File: src/rtl/prog_loader.sv
// prog_loader: parses a framed byte stream (sync, count, little-endian words,
// checksum) into 32-bit program-memory writes and holds the CPU in reset
// until a complete, checksum-verified image has been loaded.
module prog_loader #(
  parameter int unsigned TIMEOUT_CYCLES = 27_000_000,
  parameter logic [7:0]  SYNC_BYTE      = 8'hA5
) (
  input  logic        clk,
  input  logic        reset,
  input  logic [7:0]  rx_data,
  input  logic        rx_valid,
  input  logic        restart,
  output logic        mem_ce,
  output logic        mem_we,
  output logic [9:0]  mem_ad,
  output logic [31:0] mem_din,
  output logic        cpu_reset,
  output logic        done,
  output logic        error
);

  localparam int TW = $clog2(TIMEOUT_CYCLES + 1);
  localparam logic [TW-1:0] TMO_MAX = TW'(TIMEOUT_CYCLES);

  typedef enum logic [2:0] {
    S_IDLE, S_CNT_LO, S_CNT_HI, S_DATA, S_CSUM, S_DONE, S_ERROR
  } state_t;

  state_t r_state, w_next;

  logic [7:0]    r_cnt_lo;
  logic [10:0]   r_n;
  logic [10:0]   r_widx;
  logic [1:0]    r_bidx;
  logic [23:0]   r_shift;
  logic [7:0]    r_csum;
  logic [TW-1:0] r_tmo;
  logic          r_mem_we;
  logic [9:0]    r_mem_ad;
  logic [31:0]   r_mem_din;
  logic          r_cpu_reset;
  logic          r_done;
  logic          r_error;

  logic [10:0]   w_count;
  logic          w_count_ok;
  logic [31:0]   w_word;
  logic          w_last_word;
  logic          w_active;
  logic [TW-1:0] w_tmo_inc;
  logic          w_tmo_hit;
  logic          w_wr;

  // Byte 4 of a word completes it: the first byte received lands in [7:0].
  assign w_count     = {rx_data[2:0], r_cnt_lo};
  assign w_count_ok  = (w_count != 11'd0) && (w_count <= 11'd1024);
  assign w_word      = {rx_data, r_shift};
  assign w_last_word = ((r_widx + 11'd1) == r_n);
  assign w_active    = (r_state == S_CNT_LO) || (r_state == S_CNT_HI) ||
                       (r_state == S_DATA)   || (r_state == S_CSUM);
  assign w_tmo_inc   = r_tmo + 1'b1;
  assign w_tmo_hit   = w_active && !rx_valid && (w_tmo_inc == TMO_MAX);

  // Next-state logic and write-request decode.
  always_comb begin
    w_next = r_state;
    w_wr   = 1'b0;
    case (r_state)
      S_IDLE:   if (rx_valid && (rx_data == SYNC_BYTE)) w_next = S_CNT_LO;
      S_CNT_LO: if (rx_valid) w_next = S_CNT_HI;
      S_CNT_HI: if (rx_valid) w_next = w_count_ok ? S_DATA : S_ERROR;
      S_DATA: begin
        if (rx_valid && (r_bidx == 2'd3)) begin
          w_wr = 1'b1;
          if (w_last_word) w_next = S_CSUM;
        end
      end
      S_CSUM:   if (rx_valid) w_next = (rx_data == r_csum) ? S_DONE : S_ERROR;
      S_DONE:   if (restart) w_next = S_IDLE;
      S_ERROR:  if (restart) w_next = S_IDLE;
      default:  w_next = S_IDLE;
    endcase
    // A stalled frame overrides whatever the current state would do.
    if (w_tmo_hit) w_next = S_ERROR;
  end

  // State, status, timeout and memory-port registers (all outputs registered).
  always_ff @(posedge clk) begin
    if (reset) begin
      r_state     <= S_IDLE;
      r_mem_we    <= 1'b0;
      r_mem_ad    <= '0;
      r_mem_din   <= '0;
      r_cpu_reset <= 1'b1;
      r_done      <= 1'b0;
      r_error     <= 1'b0;
      r_tmo       <= '0;
      r_csum      <= '0;
      r_widx      <= '0;
      r_bidx      <= '0;
    end else begin
      r_state     <= w_next;
      r_mem_we    <= w_wr;
      r_cpu_reset <= (w_next != S_DONE);
      r_done      <= (w_next == S_DONE);
      r_error     <= (w_next == S_ERROR);
      if (w_active) r_tmo <= rx_valid ? '0 : w_tmo_inc;
      else          r_tmo <= '0;
      if ((r_state == S_CNT_HI) && rx_valid) begin
        r_widx   <= '0;
        r_bidx   <= '0;
        r_csum   <= '0;
        r_mem_ad <= '0;
      end
      if ((r_state == S_DATA) && rx_valid) begin
        r_csum <= r_csum + rx_data;
        r_bidx <= r_bidx + 2'd1;
        if (w_wr) begin
          r_mem_din <= w_word;
          r_mem_ad  <= r_widx[9:0];
          r_widx    <= r_widx + 11'd1;
        end
      end
    end
  end

  // Frame payload capture; these are always rewritten before being used.
  always_ff @(posedge clk) begin
    if ((r_state == S_CNT_LO) && rx_valid) r_cnt_lo <= rx_data;
    if ((r_state == S_CNT_HI) && rx_valid) r_n <= w_count;
    if ((r_state == S_DATA) && rx_valid)   r_shift <= w_word[31:8];
  end

  assign mem_ce    = r_mem_we;
  assign mem_we    = r_mem_we;
  assign mem_ad    = r_mem_ad;
  assign mem_din   = r_mem_din;
  assign cpu_reset = r_cpu_reset;
  assign done      = r_done;
  assign error     = r_error;

endmodule

File: config.mk
export PLATFORM = sky130hd
export DESIGN_NAME = prog_loader
export DESIGN_NICKNAME = d
export VERILOG_FILES = /design/src/rtl/prog_loader.sv
export SDC_FILE = /design/constraint.sdc
export NUM_CORES = 1
export LEC_CHECK = 0
export CORE_ASPECT_RATIO = 0.7
export CORE_MARGIN = 3
export CORE_UTILIZATION = 52
export DETAILED_ROUTE_END_ITERATION = 6
export PLACE_DENSITY = 0.81
export SETUP_SLACK_MARGIN = 0.2
export SYNTH_ARGS = -nofsm -noshare
export SYNTH_HDL_FRONTEND = slang
export SYNTH_SLANG_ARGS = --single-unit
File: constraint.sdc
create_clock -name clk -period 2.3 [get_ports clk]
set_input_delay 0.23 -clock clk [delete_from_list [all_inputs] [get_ports clk]]
set_output_delay 0.23 -clock clk [all_outputs]
set_load 0.02 [all_outputs]
==> results.md <==
- The flow ran to the end, but the final reports show violations.
- The checks that failed: negative setup slack.
- The largest fanout on the critical path is 6.
- The count of state elements after synthesis is about 140.
- In this run, synthesis inferred 43 flip-flops with an integrated enable.
- The final worst setup slack is -0.00508 ns.
- The average wire per cell in the routed design is approximately 17 um.
- After the first detailed-routing iteration, the DRC count stood at 521.
- Wires add up to 16300 um.
- The final number of hold-violating endpoints is 0.
- The largest stage delay on the critical path is 0.40 ns.
- A synthesized cell averages roughly 9 sq um.
- Entering global routing, the biggest net connects 34 pins.
- After legalization and detailed placement, the total HPWL measured 10300 um.
- Measured along the y axis, the die boundary spans between 90 and 100 um.
- The synthesized netlist contains 60 unique library cells.
- For this design the static power due to leakage is around 2.9 nW.
- The critical path goes through ha_4 > nand3_2 > or3_4 > nor3b_2 > a211o_1 > nand4_1 > and2_4 > or4_4.
- The number of placed I/O pins is ~60.
- The critical setup path kind is reg -> reg.
- Detailed routing inserted a total of around 5400 vias.
- The final routed DRC violation total is 0.
- For this run, the leading register cell type out of synthesis is dfxtp_1.
- In this run, CTS created clock tree buffers numbering 17.
- The detailed-route vias per instance is 5.72.
- The core outline area is around 11000 sq um.
- The transition time at the pin with the least slew margin is 0.509 ns.
- The maximum clock frequency is between 400 and 500 MHz.
- The buffer cell driving the clock tree root is clkbuf_16.
- After layout, the minimum clock period comes to 2.31 ns.
- The CTS clock-pin slew for the worst setup and hold paths is ~0.070 ns.
- For this configuration, the core starts out at a cell density of between 50% and 60%.
- The top cell types in the final layout, fill and taps aside, are nand2_1 (112), buf_4 (74), dfxtp_1 (71), a21oi_1 (67), nor2_1 (59).
- The detail route stage leaves a number of antenna-violating nets equal to 0.
- The number of setup violations in the final report is 1.
- The final antenna diode count is 0.
- The first global-routing pass estimated around 26000 um of wire.
- Routability-driven placement finished with a final weighted congestion of around 0.94.
- The relative slew slack is roughly 66%.
- The number of nets handed over by synthesis was 689.
- Summing the sequential cell areas from Yosys gives between 50% and 60% of the chip area.
- On the final layout, the worst hold slack is around 0.26 ns.
- The critical path contains buffers and inverters numbering 0 combined.
- The power per standard cell area is about 650 nW/um^2.
- Before antenna repair, the detailed router went through 6 iterations.
- The area enclosed by the die boundary is 13200 sq um.
- The worst clock skew is 0.00857 ns.
- The worst ir drop on vdd is 0.493 mV.
- The H-tree was split into 4 levels.
- Setup repair after global routing could not meet its margin everywhere.
- The number of antenna violations at the first check in global routing is 0.
- Max-cap violations in this run came to 0.
- The standard cell with the maximum stage delay on the critical path is or4_4.
- Clock latency on the worst-skew pair, taken at its later pin, is between 0.4 and 0.5 ns.
- TritonCTS built the clock tree.
- In the finished design, the share of the clock period the worst path needs comes to 100%.
- The family of cells with the greatest summed delay on the critical path is simple AND/OR/NAND/NOR gates.
- The endpoint arrival time on the critical path is about 2.6 ns.
- STA classifies the critical path startpoint as a flip-flop.
- STA classifies the critical path endpoint as a flip-flop.
- The data required time of the critical path is roughly 2.6 ns.
- The final number of max-transition violations is 0.
- The most common cell after layout, fill and taps aside is nand2_1.
- The Yosys step of the flow raised 0 warnings.
- The final-stage net count is about 800.
- In this run the tool buffered the top-level ports with 58 buffer cells.
- The design draws approximately 5.4 mW.
- The share of async-settable or async-resettable flops after synthesis is 0%.
- The total clock sinks is about 140.
- The overall overflow remaining after global route is 0.
- The buffer depth of the longest clock path is 2.
- The die is approximately 140 um wide.
- OpenSTA, run right after detailed placement, puts the worst setup slack at -0.130 ns.
- The area of the mapped netlist is around 6000 sq um.
- Synthesis produced a netlist whose cell count is 665.
- The layout-stage area growth over the synthesis result is 34.7%.
- The site row count is 32.
- The fraction of final layout cells with drive strength greater than 1 is between 20% and 30%.
- For this run, the total global-route usage over all layers was measured as between 20% and 30%.
- The number of global-route vias before repair came to approximately 5300.
- The path class of the tightest hold or removal check is in -> reg.
==> logic make-up (layout without fill, tap and decap cells) <==
logic type      after synthesis  in the layout  share of synthesized area, %
compound gates              116            116                          11.0
flops                       138            138                          51.9
simple gates                297            297                          23.7
xor+xnor                     45             45                          6.40
mux                           5              5                         0.833
buf+inv                      51            178                          3.43
fa+ha+maj                    13             13                          2.72
==> path summary, 6_finish.rpt <==
path / slack (ns) / from / to / cells past startpoint
worst min register to register: 0.45 / r_shift[18] / r_shift[10] / 0
worst max register to register: -0.005 / r_widx[0] / cpu_reset / 8
worst max-delay path: -0.005 / r_widx[0] / cpu_reset / 8
worst min-delay path: 0.26 / reset / r_widx[3] / 2
==> cell usage after synthesis, types with 2 or more instances <==
cell,instances,area (sq um)
a211oi_1,3,22.5
a21o_1,3,22.5
a21oi_1,70,350
a22oi_1,4,30.0
a2bb2oi_1,2,17.5
a31oi_1,6,37.5
and2_1,6,37.5
and3_1,6,37.5
and4_1,2,17.5
buf_2,7,35.0
buf_4,3,22.5
clkbuf_1,31,116
dfxtp_1,95,1900
edfxtp_1,43,1290
ha_1,11,138
inv_1,10,37.5
mux2i_1,4,40.0
nand2_1,116,435
nand2b_1,6,37.5
nand3_1,34,170
nand3b_1,5,37.5
nand4_1,11,68.8
nand4_4,2,42.5
nor2_1,60,225
nor2b_1,2,12.5
nor3_1,11,55.1
nor3b_1,4,30.0
nor4_1,15,93.8
nor4b_1,3,26.3
o21ai_0,10,50.1
o21bai_1,3,22.5
o31ai_1,2,15.0
o32ai_1,2,17.5
or3_1,4,25.0
xnor2_1,24,210
xor2_1,21,184
==> worst register-to-register path, cell delays in order (launching register included) <==
cell and delay, ns:
dfxtp_4 0.37, ha_4 0.18, nand3_2 0.08, or3_4 0.36, nor3b_2 0.19, a211o_1 0.23, nand4_1 0.16, and2_4 0.20
or4_4 0.40
==> layout make-up <==
type                            instances  area, sq um
Multi-Input combinational cell        476         3040
Clock inverter                         12          121
Inverter                               10         37.5
Sequential cell                       138         3240
Tap cell                              153          191
Timing Repair Buffer                  136         1180
Clock buffer                           20          479
Fill cell                             741         3000
==> state kept, by name, summed over array words and instances (netlist names), 8 cells and up <==
name,cells
r_cnt_lo,8
r_widx,11
r_tmo,25
mem_ad,10
r_csum,8
r_shift,24
mem_din,32
r_n,11
==> per-layer routing <==
| metal | up-vias | share of wire [%] | global-route usage (%) | routed length [um] |
|---|---|---|---|---|
| li1 | 2555 | - | - | - |
| met1 | 2583 | 43 | 32.7 | 6980 |
| met2 | 236 | 48 | 39.2 | 7890 |
| met3 | 30 | 7.1 | 6.19 | 1150 |
| met4 | 0 | 1.5 | 8.44 | 250 |
| met5 | - | 0 | 0 | 0 |
==> power breakdown <==
group          switching, mW  internal, mW
Combinational         0.0626        0.0469
Clock                   1.12          1.65
Sequential          0.000360          2.49
Total                   1.18          4.18
==> what timing repair did <==
| item | CTS | global route |
|---|---|---|
| endpoints found under the setup margin | 6 | 10 |
| resized for setup | 31 | 31 |
| hold buffers | 0 | 0 |
| pin swaps | 19 | 10 |
| buffers inserted | 12 | 4 |
==> metrics by stage <==
step | TNS (ns) | instances | cell area [sq um] | utilization [%]
floorplan | 0 | 665 | 6300 | -
global placement | -0.149 | 897 | 7340 | 65.0
detailed placement | -0.372 | 897 | 7340 | 65.0
CTS | -0.0318 | 941 | 8140 | 72.1
global route | -0.0949 | 945 | 8290 | 73.4
finish | -0.00508 | 945 | 8290 | 73.4
(Power assumes the default switching activity.)
